File: src/rtl/fifo_pkg.sv
// fifo_pkg: shared constants and state encoding for the nibble FIFO read side.
// Holds entry width, packer defaults and the packer FSM state enum.
package fifo_pkg;

   localparam int DATA_W         = 4;
   localparam int NIBBLES_DEF    = 2;
   localparam int DV_TIMEOUT_DEF = 4;

   typedef enum logic [1:0] {
      IDLE,
      POP,
      WAIT,
      OUT
   } pk_state_e;

endpackage

File: src/rtl/packer_idle_timer.sv
// packer_idle_timer: loadable down-counter, expired on its final counted cycle.
// Used for the data-valid timeout and the optional partial-word flush timer.
module packer_idle_timer #(
   parameter int W = 4
) (
   input  logic         clk,
   input  logic         rst_n,
   input  logic         load,
   input  logic         en,
   input  logic [W-1:0] load_val,
   output logic         expired
);

   logic [W-1:0] cnt;

   always_ff @(posedge clk) begin
      if (!rst_n) begin
         cnt <= '0;
      end else if (load) begin
         cnt <= load_val;
      end else if (en && cnt != '0) begin
         cnt <= cnt - W'(1);
      end
   end

   assign expired = (cnt == W'(1));

endmodule

File: src/rtl/fifo_rd_packer.sv
// fifo_rd_packer: pops FIFO nibbles and packs NIBBLES of them into one word.
// Define PACKER_FLUSH_EN to flush a partial word after FLUSH_CYCLES idle cycles.
module fifo_rd_packer
   import fifo_pkg::*;
#(
   parameter int DATA_W     = fifo_pkg::DATA_W,
   parameter int NIBBLES    = NIBBLES_DEF,
   parameter int DV_TIMEOUT = DV_TIMEOUT_DEF
`ifdef PACKER_FLUSH_EN
   ,
   parameter int FLUSH_CYCLES = 16
`endif
) (
   input  logic                        RD_CLK,
   input  logic                        rst_n,
   input  logic                        fifo_empty,
   input  logic [DATA_W-1:0]           fifo_data,
   input  logic                        fifo_data_valid,
   output logic                        fifo_pop,
   output logic [DATA_W*NIBBLES-1:0]   out_data,
   output logic [$clog2(NIBBLES+1)-1:0] out_len,
   output logic                        out_valid,
   input  logic                        out_ready,
   output logic                        err_timeout
);

   localparam int CW  = $clog2(NIBBLES+1);
   localparam int DVW = $clog2(DV_TIMEOUT+1);

   pk_state_e state, state_nxt;

   logic [DATA_W*NIBBLES-1:0] acc;
   logic [CW-1:0]             cnt;
   logic                      store, clr, set_err;
   logic                      dv_load, dv_en, dv_exp;
   logic                      flush_go;

   assign dv_load = (state == POP);
   assign dv_en   = (state == WAIT);

   packer_idle_timer #(.W(DVW)) u_dv_tmr (
      .clk      (RD_CLK),
      .rst_n    (rst_n),
      .load     (dv_load),
      .en       (dv_en),
      .load_val (DVW'(DV_TIMEOUT)),
      .expired  (dv_exp)
   );

`ifdef PACKER_FLUSH_EN
   localparam int FW = $clog2(FLUSH_CYCLES+1);

   logic fl_cond, fl_exp;

   // Any non-idle cycle, pop or fresh entry restarts the idle window.
   assign fl_cond = (state == IDLE) && (cnt != '0) && fifo_empty;

   packer_idle_timer #(.W(FW)) u_fl_tmr (
      .clk      (RD_CLK),
      .rst_n    (rst_n),
      .load     (!fl_cond),
      .en       (fl_cond),
      .load_val (FW'(FLUSH_CYCLES)),
      .expired  (fl_exp)
   );

   assign flush_go = fl_cond && fl_exp;
`else
   assign flush_go = 1'b0;
`endif

   always_ff @(posedge RD_CLK) begin
      if (!rst_n) begin
         state <= IDLE;
      end else begin
         state <= state_nxt;
      end
   end

   always_comb begin
      state_nxt = state;
      fifo_pop  = 1'b0;
      out_valid = 1'b0;
      store     = 1'b0;
      clr       = 1'b0;
      set_err   = 1'b0;
      unique case (state)
         IDLE: begin
            if (flush_go) begin
               state_nxt = OUT;
            end else if (!fifo_empty) begin
               state_nxt = POP;
            end
         end
         POP: begin
            fifo_pop  = 1'b1;
            state_nxt = WAIT;
         end
         WAIT: begin
            if (fifo_data_valid) begin
               store     = 1'b1;
               state_nxt = (cnt == CW'(NIBBLES-1)) ? OUT : IDLE;
            end else if (dv_exp) begin
               set_err   = 1'b1;
               state_nxt = IDLE;
            end
         end
         OUT: begin
            out_valid = 1'b1;
            if (out_ready) begin
               clr       = 1'b1;
               state_nxt = IDLE;
            end
         end
         default: state_nxt = IDLE;
      endcase
   end

   always_ff @(posedge RD_CLK) begin
      if (!rst_n) begin
         acc         <= '0;
         cnt         <= '0;
         err_timeout <= 1'b0;
      end else begin
         if (set_err) begin
            err_timeout <= 1'b1;
         end
         if (clr) begin
            acc <= '0;
            cnt <= '0;
         end else if (store) begin
            for (int k = 0; k < NIBBLES; k++) begin
               if (cnt == CW'(k)) begin
                  acc[k*DATA_W +: DATA_W] <= fifo_data;
               end
            end
            cnt <= cnt + CW'(1);
         end
      end
   end

   assign out_data = acc;
   assign out_len  = (state == OUT) ? cnt : '0;

endmodule
File: config.mk
export PLATFORM = sky130hd
export DESIGN_NAME = fifo_rd_packer
export DESIGN_NICKNAME = d
export VERILOG_FILES = /design/src/rtl/fifo_pkg.sv /design/src/rtl/packer_idle_timer.sv /design/src/rtl/fifo_rd_packer.sv
export SDC_FILE = /design/constraint.sdc
export NUM_CORES = 1
export LEC_CHECK = 0
export CORE_MARGIN = 2
export CORE_UTILIZATION = 30
export DETAILED_ROUTE_END_ITERATION = 16
export GPL_TIMING_DRIVEN = 0
export PLACE_DENSITY = 0.51
export SETUP_SLACK_MARGIN = 0.1
export SYNTH_ARGS = -nofsm -noshare
export SYNTH_HDL_FRONTEND = slang
export SYNTH_SLANG_ARGS = --single-unit
export TNS_END_PERCENT = 1
File: constraint.sdc
create_clock -name RD_CLK -period 1.2 [get_ports RD_CLK]
set_input_delay 0.18 -clock RD_CLK [delete_from_list [all_inputs] [get_ports RD_CLK]]
set_output_delay 0.18 -clock RD_CLK [all_outputs]
set_load 0.01 [all_outputs]
; Yosys cells after proc, flatten, opt, wreduce, memory -nomap -nowiden
; Cells that the tools add are included.
[op_classes]
n_bitwise = 1
n_mux = 18
reduce_logical = 10
n_addsub = 2
eq_ne = 8
[ops]
columns = op, count
row1 = 2-to-1 mux 2 bit, 6
row2 = 2-to-1 mux 1 bit, 9
row3 = case mux 2 bit (4 select lines), 1
row4 = 2-to-1 mux 3 bit, 2
row5 = "== test 2 x 1 -> 1 bit, second input constant", 2
row6 = "== test 2 bit, second input constant", 2
row7 = zero test 2 bit, 2
row8 = "inequality test 2 bit, second input constant", 2
row9 = AND reduction 2 bit, 2
row10 = OR reduction 2 bit, 2
row11 = "== test 3 x 1 -> 1 bit, second input constant", 1
row12 = "inequality test 3 bit, second input constant", 1
row13 = AND reduction 3 bit, 1
row14 = nonzero test 3 bit, 1
row15 = "subtractor 3 x 1 -> 3 bit, second input constant", 1
row16 = "adder 2 x 1 -> 2 bit, second input constant", 1
row17 = nonzero test 2 bit, 1
row18 = logical AND 1 bit, 1
row19 = NOT 1 bit, 1
[totals]
ff_bits = 16
inputBits = 9
elab_cells = 46
output_inout_bits = 13

; Depth between registers and ports, before layout
; Gate-level depths: netlist of the first run.
[depth]
word_depth = 4
depth_mapped = 5
depth_no_buf = 5

; Cells and area by module
; From an unflattened synthesis of the first run, not the netlist that was laid out.
[hier_totals]
hier_cells = 87
area_unflattened_um2 = 835.8
[by_module_without_submodules]
columns = mod, seq_area_each_um2, cells_per_inst, n_inst, area_each_um2
row1 = fifo_rd_packer, 260.2, 61, 1, 614.3
row2 = packer_idle_timer, 60.1, 26, 1, 221.5

; Least setup slack after synthesis of the first run
; Ideal clock, no wire load.
[synth_path]
kind = register to register
startpoint = register u_dv_tmr.cnt[0]
endpoint = register u_dv_tmr.cnt[0]
t_arrival_ps = 996
required_ps = 1077
period_less_slack_ps = 1118
path_stages_with_launch = 6
setup_ps = 123
slack_ps = 82
n_path_buf = 0
cell_sequence = dfxtp_1 inv_1 ha_1 nor2b_1 o21ai_1 o22ai_1
[synth_between]
elab_chain_cells = 2
elab_cells_between_ends = 3
classes_between = add/sub (1) / reduce/logical (2)
[synth_lines]
columns = item, line
row1 = start: declaration, packer_idle_timer.sv:14  ; logic [W-1:0] cnt;
row2 = start signal: assignment, packer_idle_timer.sv:20  ; cnt <= load_val;
row3 = start signal: assignment, packer_idle_timer.sv:22  ; cnt <= cnt - W'(1);
row4 = "parallel branches: the longest is 2 deep, another holds subtractor 3 x 1 -> 3 bit", -
; Parallel ways; which one is timed is not known.
; A chain may end at the register's enable or synchronous reset.

; Final worst setup path of the first run
[layout_path]
startpoint = register state[0]
endpoint = output out_len[1]
[layout_between]
elab_chain_cells = 2
[layout_lines]
columns = item, line
row1 = start: declaration, fifo_rd_packer.sv:30  ; pk_state_e state, state_nxt;
row2 = start signal: assignment, fifo_rd_packer.sv:76  ; state <= state_nxt;
row3 = == test 2 bit, fifo_rd_packer.sv:143  ; assign out_len = (state == OUT) ? cnt : '0;
row4 = 2-to-1 mux 2 bit, fifo_rd_packer.sv:143
row5 = end: declaration, fifo_rd_packer.sv:21  ; output logic [$clog2(NIBBLES+1)-1:0] out_len,
; Every way passes these cells.

==> results of run 1 <==
[worst register-to-register path, cell delays in order (launching register included)]
cell and delay (ps):
dfxtp_4 360, buf_4 150, nand2b_4 160, o311ai_2 250, and3_1 170
[placed cells by master, fill, tap and decap left out, types with 2 or more instances in the layout]
cell type / Yosys / layout
mux2i_1: 9 / 9
clkdlybuf4s15_1: 0 / 4
nand2b_1: 4 / 4
nor2_2: 0 / 2
nand4b_4: 1 / 2
dfxtp_2: 0 / 3
o22ai_1: 2 / 2
inv_2: 0 / 2
nand2_1: 3 / 3
inv_4: 0 / 2
buf_8: 0 / 2
clkbuf_2: 0 / 5
nor2_1: 13 / 11
clkbuf_4: 0 / 3
buf_6: 1 / 3
nor2b_1: 6 / 4
buf_4: 2 / 6
o21a_1: 2 / 2
dfxtp_1: 16 / 10
clkdlybuf4s50_1: 0 / 6
nand3b_1: 2 / 2
and3_4: 0 / 2
dfxtp_4: 0 / 3
ha_4: 0 / 4
[synthesized netlist by cell type, types with 2 or more instances]
library cell,instances
and3_1,3
buf_4,2
dfxtp_1,16
ha_1,5
inv_1,4
mux2i_1,9
nand2_1,3
nand2b_1,4
nand3b_1,2
nor2_1,13
nor2b_1,6
o21a_1,2
o22ai_1,2
[worst min path at each step]
| stage | start | end | slack, ps | depth (start not counted) |
|---|---|---|---|---|
| floorplan | fifo_data[0] | out_data[0] | 320 | 2 |
| global placement | err_timeout | err_timeout | 450 | 1 |
| detailed placement | err_timeout | err_timeout | 460 | 1 |
| CTS | rst_n | err_timeout | 260 | 2 |
| global route | rst_n | u_dv_tmr.cnt[2] | 310 | 2 |
| finish | rst_n | err_timeout | 290 | 2 |
[per-stage QoR]
step | power (uW) | std cells | cell area [sq um] | setup slack [ps] | utilization (%)
floorplan | 672 | 90 | 862 | 118 | -
global placement | 734 | 141 | 1100 | -326 | 40.3
detailed placement | 736 | 141 | 1100 | -335 | 40.3
CTS | 1040 | 146 | 1160 | -106 | 42.5
global route | 1110 | 149 | 1280 | -66.9 | 46.8
finish | 1050 | 149 | 1280 | -17.0 | 46.8
[per-layer routing]
metal	part of all wire, %	track usage, %	routed length, microns	vias up
met2	46	17.7	831	21
met5	0	0	0	-
met1	46	16.0	836	319
li1	-	-	-	365
met4	2.4	6.98	44	0
met3	6.2	2.49	114	5
[where the power goes]
part           total [uW]  internal, uW  leakage, uW  switching, uW
logic                 202           113     0.000453           88.9
registers             559           541     0.000133           17.5
clock network         288           117    0.0000138            171
[cell families (layout without fill, tap and decap cells)]
group	count (synthesis)	in the layout	share of synthesized area (%)
AOI/OAI and AO/OA	12	12	9.88
xor gates and xnor gates	1	1	1.02
adders and majority gates	5	5	7.27
buffers and inverters	8	36	5.23
DFF	16	16	37.2
muxes	9	9	10.5
and+or+nand+nor	39	39	28.9
[area by class of cell]
type                            count  area share (%)
Buffer                              3            2.64
Clock buffer                        3            1.76
Inverter                            4            1.57
Multi-Input combinational cell     66            47.5
Sequential cell                    16            26.2
Tap cell                           31            3.03
Timing Repair Buffer               26            17.3
[flip-flops by register name, summed over array words and instances, names as in the netlist]
register      count
u_dv_tmr.cnt      3
out_data          8
err_timeout       1
cnt               2
state             2
[repair_timing]
action / in CTS / in global routing
setup endpoints to repair: 27 / 28
cloned: 0 / 0
hold buffers: 0 / 0
buffers inserted: 2 / 4
pin swaps: 4 / 10
resized for setup: 42 / 39
==> impl_metrics.tcl, run 1 <==
set metrics [dict create \
    status "complete, but fails checks" \
    violations "negative setup slack" \
    post-route-period-util_pct 101 \
    path_cells "buf_8 -> and3_4 -> buf_6" \
    htreeDepth 1 \
    synth.area.top_cells "dfxtp_1 (37%), mux2i_1 (10%), ha_1 (7.3%)" \
    synth_cell_types 32 \
    ff2ff_setup_slack_ps 60 \
    skew_ps 0.902 \
    critPathTopFamily "flip-flops" \
    io_pins 22 \
    die_y_microns 57.6 \
    start_util_pct 31.5 \
    crit_start "state[0]" \
    grt_max_degree 11 \
    syn_inst 90 \
    yosysTopAreaCell "dfxtp_1" \
    powerDensity_nw_per_um2 820 \
    grt_use_total_pct 12.0 \
    r2r_end "state[1]" \
    io_buffers 20 \
    diodes 0 \
    antenna_found_initial 0 \
    holdWs_ps 285 \
    rsz0062_at_grt "yes" \
    overflow 0 \
    cts.sinks 16 \
    synth-seq-cells 16 \
    core_sq_um 2730 \
    drcViolationCount 0 \
    start_kind "flop" \
    clk_pin_slew_ps 90 \
    first_pass_iters 4 \
    nets 134 \
    syn_area_per_cell_sq_um 9.56 \
    path_class "flop to output pin" \
    hpwl_mm 1.29 \
    cts_inserted_buffers 3 \
    tns_ps -29.4 \
    die-area_sq_um 3310 \
    slew_violations 0 \
    vias_per_cell 4.77 \
    critical_path_required_ps 1020 \
    p_leak_uw 0.000600 \
    first_global_vias 703 \
    finalSetupViolCount 3 \
    clockBufferDepth 2 \
    fmax_ghz 0.822 \
    ir_worst_vdd_mv 0.447 \
    synth_nets 104 \
    synth-edff-count 0 \
    wirelength_mm 1.83 \
    multi_input_area_sq_um 607 \
    die_x_microns 57.6 \
    rows 19 \
    cts_tree "yes" \
    rr_worst_depth 4 \
    worst_slew_pin_slew_ps 399 \
    hold_viol 0 \
    r2r_start "state[0]" \
    area_growth_pct 48.5 \
    synthArstFlopShare_pct 0 \
    end_kind "output pin" \
    drt.antenna.violating_nets 0 \
    worst-endpoint-arrival_ps 1040 \
    gp_congestion 0.729 \
    cts_root_buffer "clkbuf_4" \
    cp-endpoint "out_len[1]" \
    clock_latency_ps 290 \
    cp_max_fo 5 \
    drv_cap 0 \
    yosysTopAreaCellShare_pct 37.2 \
    wire_per_inst_microns 12.3 \
    cpMaxStageDelayCell "dfxtp_4" \
    regArea_sq_um 335 \
    hold_class "input port to flop" \
    crit_buf_inv 2 \
    route.vias.total 710 \
    grt_pass1_wl_mm 3.08 \
    setup_ws_ps -17.0 \
    filler_cell_count 271 \
    critical_path_cell_count 3 \
    max_slew_margin_pct 73.4 \
    synth_ff_type "dfxtp_1" \
    netlist_area_sq_um 861 \
    critical_path.max_stage_delay_ps 360 \
    drive_above_1_share_pct 42.4 \
    yosysSeqAreaShare_pct 37.2 \
    yosys_warnings 0 \
    finalWorstPathRequiredPeriod_ps 1220 \
    drt_iter0_drc 7 \
]
Power figures use the tool's default switching activity.
==> run 2, diff against run 1 <==
- CORE_UTILIZATION: 30 -> 47
- HOLD_SLACK_MARGIN: not set -> 0.08
- PLACE_DENSITY: 0.51 -> 0.75
==> run 2 against run 1 <==
Clock-buffer cell count rose by 1. Hold slack got worse by 33 ps. Largest cell class unchanged. Design area rose by 0.39%. Critical path type unchanged. Clock power rose by 26%. Via count rose by 3.4%. The run still ends with negative setup slack left.
==> impl_metrics.tcl, run 2 (synthesized netlist as in run 1, its figures left out) <==
set metrics [dict create \
    status "complete, but fails checks" \
    violations "negative setup slack" \
    cp_max_fo 8 \
    rr_worst_depth 5 \
    antenna_found_initial 0 \
    place_inst 135 \
    powerDensity_nw_per_um2 885 \
    grt_pass1_wl_mm 2.87 \
    start_kind "flop" \
    io_pins 22 \
    worst_slew_pin_slew_ps 402 \
    p_leak_uw 0.000610 \
    fin_cells 143 \
    io_buffers 20 \
    r2r_start "u_dv_tmr.cnt[1]" \
    clockBufferDepth 2 \
    r2r_end "err_timeout" \
    hold_viol 0 \
    wire_per_inst_microns 14.5 \
    vias_per_cell 5.13 \
    critical_path_required_ps 1020 \
    cts_inserted_buffers 3 \
    setup_ws_ps -33.3 \
    finalSetupViolCount 4 \
    hold_class "input port to flop" \
    hold-path-cell-count 2 \
    first_global_vias 656 \
    grt_max_degree 11 \
    cts.sinks 16 \
    clock_latency_ps 300 \
    fmax_ghz 0.811 \
    rows 15 \
    die_y_microns 46.8 \
    drt_iter0_drc 7 \
    largest_register_ffs 8 \
    hpwl_mm 1.29 \
    nets 133 \
    ir_worst_vdd_mv 0.972 \
    die-area_sq_um 2190 \
    gp_congestion 0.746 \
    diodes 0 \
    drcViolationCount 0 \
    die_x_microns 46.8 \
    finalWorstPathRequiredPeriod_ps 1230 \
    slew_violations 0 \
    power_uw 1140 \
    wirelength_mm 2.08 \
    cts_root_buffer "clkbuf_4" \
    drv_cap 0 \
    crit_start "state[0]" \
    post-route-period-util_pct 103 \
    layout_common_cells "nor2_1 (12), dfxtp_1 (10), mux2i_1 (9)" \
    cts_tree "yes" \
    multi_input_area_sq_um 609 \
    overflow 0 \
    clk_pin_slew_ps 90 \
    hp-start "rst_n" \
    drive_above_1_share_pct 42.4 \
    skew_ps 1.96 \
    max_slew_margin_pct 73.1 \
    end_kind "output pin" \
    area_growth_pct 49.1 \
    start_util_pct 49.9 \
    rsz0062_at_grt "yes" \
    htreeDepth 1 \
    route.vias.total 734 \
    core_sq_um 1730 \
    regArea_sq_um 335 \
    holdWs_ps 252 \
    drt.antenna.violating_nets 0 \
    grt_use_total_pct 18.9 \
    hold_path_end "u_dv_tmr.cnt[2]" \
    worst-endpoint-arrival_ps 1050 \
    final_common_cell "nor2_1" \
    filler_cell_count 134 \
    path_class "flop to output pin" \
    ff2ff_setup_slack_ps 40 \
    first_pass_iters 4 \
]
==> run 2: power breakdown <==
group	total [uW]	switching [uW]	internal, uW
Sequential	562	21.0	541
Combinational	211	95.4	116
Clock	362	177	185
Total	1140	293	842
==> run 2: what timing repair did <==
| item | 4_1_cts | 5_1_grt |
|---|---|---|
| resized for setup | 49 | 32 |
| endpoints found under the setup margin | 27 | 26 |
| hold buffers | 0 | 0 |
| gates cloned | 0 | 0 |
| buffers inserted | 2 | 3 |
| pin swaps | 3 | 10 |
==> run 2: worst max path at each step <==
stage / to / cells past startpoint
floorplan: u_dv_tmr.cnt[0] / 5
global placement: out_len[1] / 3
detailed placement: out_len[1] / 3
CTS: out_len[0] / 4
global route: out_len[1] / 3
finish: out_len[1] / 3
==> run 2: per-stage QoR <==
step                      setup WS [ps]  util (%)  instance area, sq um  setup TNS (ps)
final                             -33.3      74.3                  1280           -80.9
after global routing              -57.9      74.3                  1280            -181
after CTS                         -97.3      68.6                  1180            -319
after detailed placement           -332      63.3                  1090           -3650
after global placement             -316      63.3                  1090           -3290
after floorplan                     118         -                   862               0
==> run 2: per-layer routing <==
layer | up-vias | global-route usage, % | share of wire (%)
li1 | 367 | - | -
met1 | 356 | 23.3 | 41
met2 | 9 | 32.9 | 56
met3 | 2 | 3.46 | 2.3
met4 | 0 | 6.67 | 1.3
met5 | - | 0 | 0
==> run 2: critical path, cell delays in order, from the launching register on <==
cell and delay, ps:
dfxtp_4 360, buf_6 120, and3_4 180, buf_6 90
==> run 2: cell type report <==
| type | instances | share of cell area, % |
|---|---|---|
| Sequential cell | 16 | 26.1 |
| Tap cell | 25 | 2.44 |
| Multi-Input combinational cell | 66 | 47.5 |
| Buffer | 3 | 2.34 |
| Clock buffer | 4 | 2.83 |
| Inverter | 4 | 1.56 |
| Timing Repair Buffer | 25 | 17.3 |
==> run 3, diff against run 2 <==
- PLACE_DENSITY: 0.75 -> 0.85
==> run 3 against run 2 <==
Largest power group unchanged. The flow still finishes with violations (negative setup slack). Routed wire length shrank 4.8%. Register-to-register slack is essentially flat. Combinational power shrank 5%. Largest cell class unchanged. Critical endpoint unchanged. Sequential share of layout area grew 1.4 points. Non-clock buffer count grew 4.
==> impl_metrics.tcl, run 3 (synthesized netlist as in run 1, its figures left out) <==
set metrics [dict create \
    hp-start "rst_n" \
    tns_ps -22.1 \
    io_pins 22 \
    htreeDepth 1 \
    hpwl_mm 1.27 \
    r2r_end "state[1]" \
    setup_ws_ps -17.2 \
    drive_above_1_share_pct 39.7 \
    route.vias.total 746 \
    crit_path_frequent_cell "buf_6" \
    start_util_pct 49.9 \
    path_cells "buf_6 -> and3_4 -> buf_6" \
    cp_max_fo 6 \
    ff2ff_setup_slack_ps 40 \
    cts_root_buffer "clkbuf_4" \
    cts.sinks 16 \
    r2r_start "cnt[1]" \
    worst_slew_pin_slew_ps 356 \
    start_kind "flop" \
    wirelength_mm 1.98 \
    hold-path-cell-count 2 \
    skew_ps 1.80 \
    finalWorstPathRequiredPeriod_ps 1220 \
    ir_worst_vdd_mv 0.815 \
    hold_class "input port to flop" \
    rows 15 \
    final_common_cell "nor2_1" \
    cts_tree "yes" \
    nets 137 \
    grt_pass1_wl_mm 2.92 \
    end_kind "output pin" \
    path_class "flop to output pin" \
    rsz0062_at_grt "yes" \
    layout_common_cells "nor2_1 (13), dfxtp_1 (10), mux2i_1 (9), buf_4 (9), clkdlybuf4s50_1 (7)" \
    area_growth_pct 40.4 \
    worst-endpoint-arrival_ps 1040 \
    drt_iter0_drc 13 \
    largest_register_ffs 8 \
    powerDensity_nw_per_um2 868 \
    slew_violations 0 \
    first_global_vias 661 \
    crit_buf_inv 2 \
    hold_path_end "u_dv_tmr.cnt[2]" \
    die_x_microns 46.8 \
    critical_path_cell_count 3 \
    post-route-period-util_pct 101 \
    core_sq_um 1730 \
    clk_pin_slew_ps 90 \
    clock_latency_ps 290 \
    fin_area_sq_um 1210 \
    filler_cell_count 150 \
    status "complete, but fails checks" \
    violations "negative setup slack" \
    grt_use_total_pct 19.0 \
    hold_viol 0 \
    drt.antenna.violating_nets 0 \
    critical_path.max_stage_delay_ps 340 \
    first_pass_iters 4 \
    antenna_found_initial 0 \
    io_buffers 20 \
    critPathTopFamily "flip-flops" \
    rr_worst_depth 5 \
    drv_cap 0 \
    grt_max_degree 11 \
    preCtsSetupSlack_ps -337 \
    fmax_ghz 0.822 \
    cts_inserted_buffers 3 \
    die-area_sq_um 2190 \
    diodes 0 \
    finalSetupViolCount 2 \
    p_leak_uw 0.000584 \
    max_slew_margin_pct 76.2 \
    wire_per_inst_microns 13.6 \
    vias_per_cell 5.11 \
    utilization_pct 70.0 \
    overflow 0 \
    gp_congestion 0.725 \
    critical_path_required_ps 1020 \
    cpMaxStageDelayCell "dfxtp_2" \
    die_y_microns 46.8 \
    drcViolationCount 0 \
    placed_area_sq_um 1090 \
    clockBufferDepth 2 \
]
==> run 3: cell types whose count changed in the layout (fill, tap and decap cells not counted), sizes merged <==
cell	before	now
buf	11	15
clkbuf	9	10
clkdlybuf4s50	6	7
clkdlybuf4s15	4	3
dlygate4sd2	1	0
dlymetal6s2s	1	0
==> run 3: worst max-delay path by stage <==
stage                 endpoint       startpoint
2_1_floorplan  u_dv_tmr.cnt[0]  u_dv_tmr.cnt[0]
3_3_place_gp        out_len[1]         state[0]
3_5_place_dp        out_len[1]         state[0]
4_1_cts             out_len[0]         state[1]
5_1_grt             out_len[1]         state[0]
6_report            out_len[1]         state[1]
==> run 3: layer usage <==
layer	GRT usage, %	vias to the layer above	routed length, microns
met3	6.54	4	85
met1	23.1	350	856
met2	31.2	21	1000
met5	0	-	0
met4	6.67	0	35
li1	-	371	-
==> run 3: layout make-up <==
| type | count | area (sq um) | area share, % |
|---|---|---|---|
| plain buffers | 3 | 26.3 | 2.17 |
| clock buffers | 3 | 22.5 | 1.86 |
| inverters | 4 | 15.0 | 1.24 |
| multi-input cells | 66 | 544 | 45.0 |
| flip-flops and latches | 16 | 333 | 27.5 |
| well taps | 25 | 31.3 | 2.59 |
| repair buffers | 29 | 236 | 19.6 |
==> run 3: power by group <==
part | total (uW) | internal, uW | leakage [uW] | switching, uW
registers | 559 | 543 | 0.000133 | 15.7
clock network | 289 | 117 | 0.0000138 | 173
logic | 201 | 111 | 0.000437 | 90.0
total | 1050 | 770 | 0.000584 | 278
==> run 3: what timing repair did <==
| action | 4_1_cts | 5_1_grt |
|---|---|---|
| endpoints found under the setup margin | 27 | 28 |
| hold buffers | 0 | 0 |
| pin swaps | 3 | 9 |
| setup buffers | 2 | 7 |
| resized for setup | 35 | 31 |
==> run 3: metrics by stage <==
| step | hold slack (ps) | instances | power, uW |
|---|---|---|---|
| floorplan | 324 | 90 | 672 |
| global placement | 453 | 135 | 729 |
| detailed placement | 462 | 135 | 734 |
| CTS | 250 | 140 | 1020 |
| global route | 259 | 146 | 1100 |
| finish | 256 | 146 | 1050 |
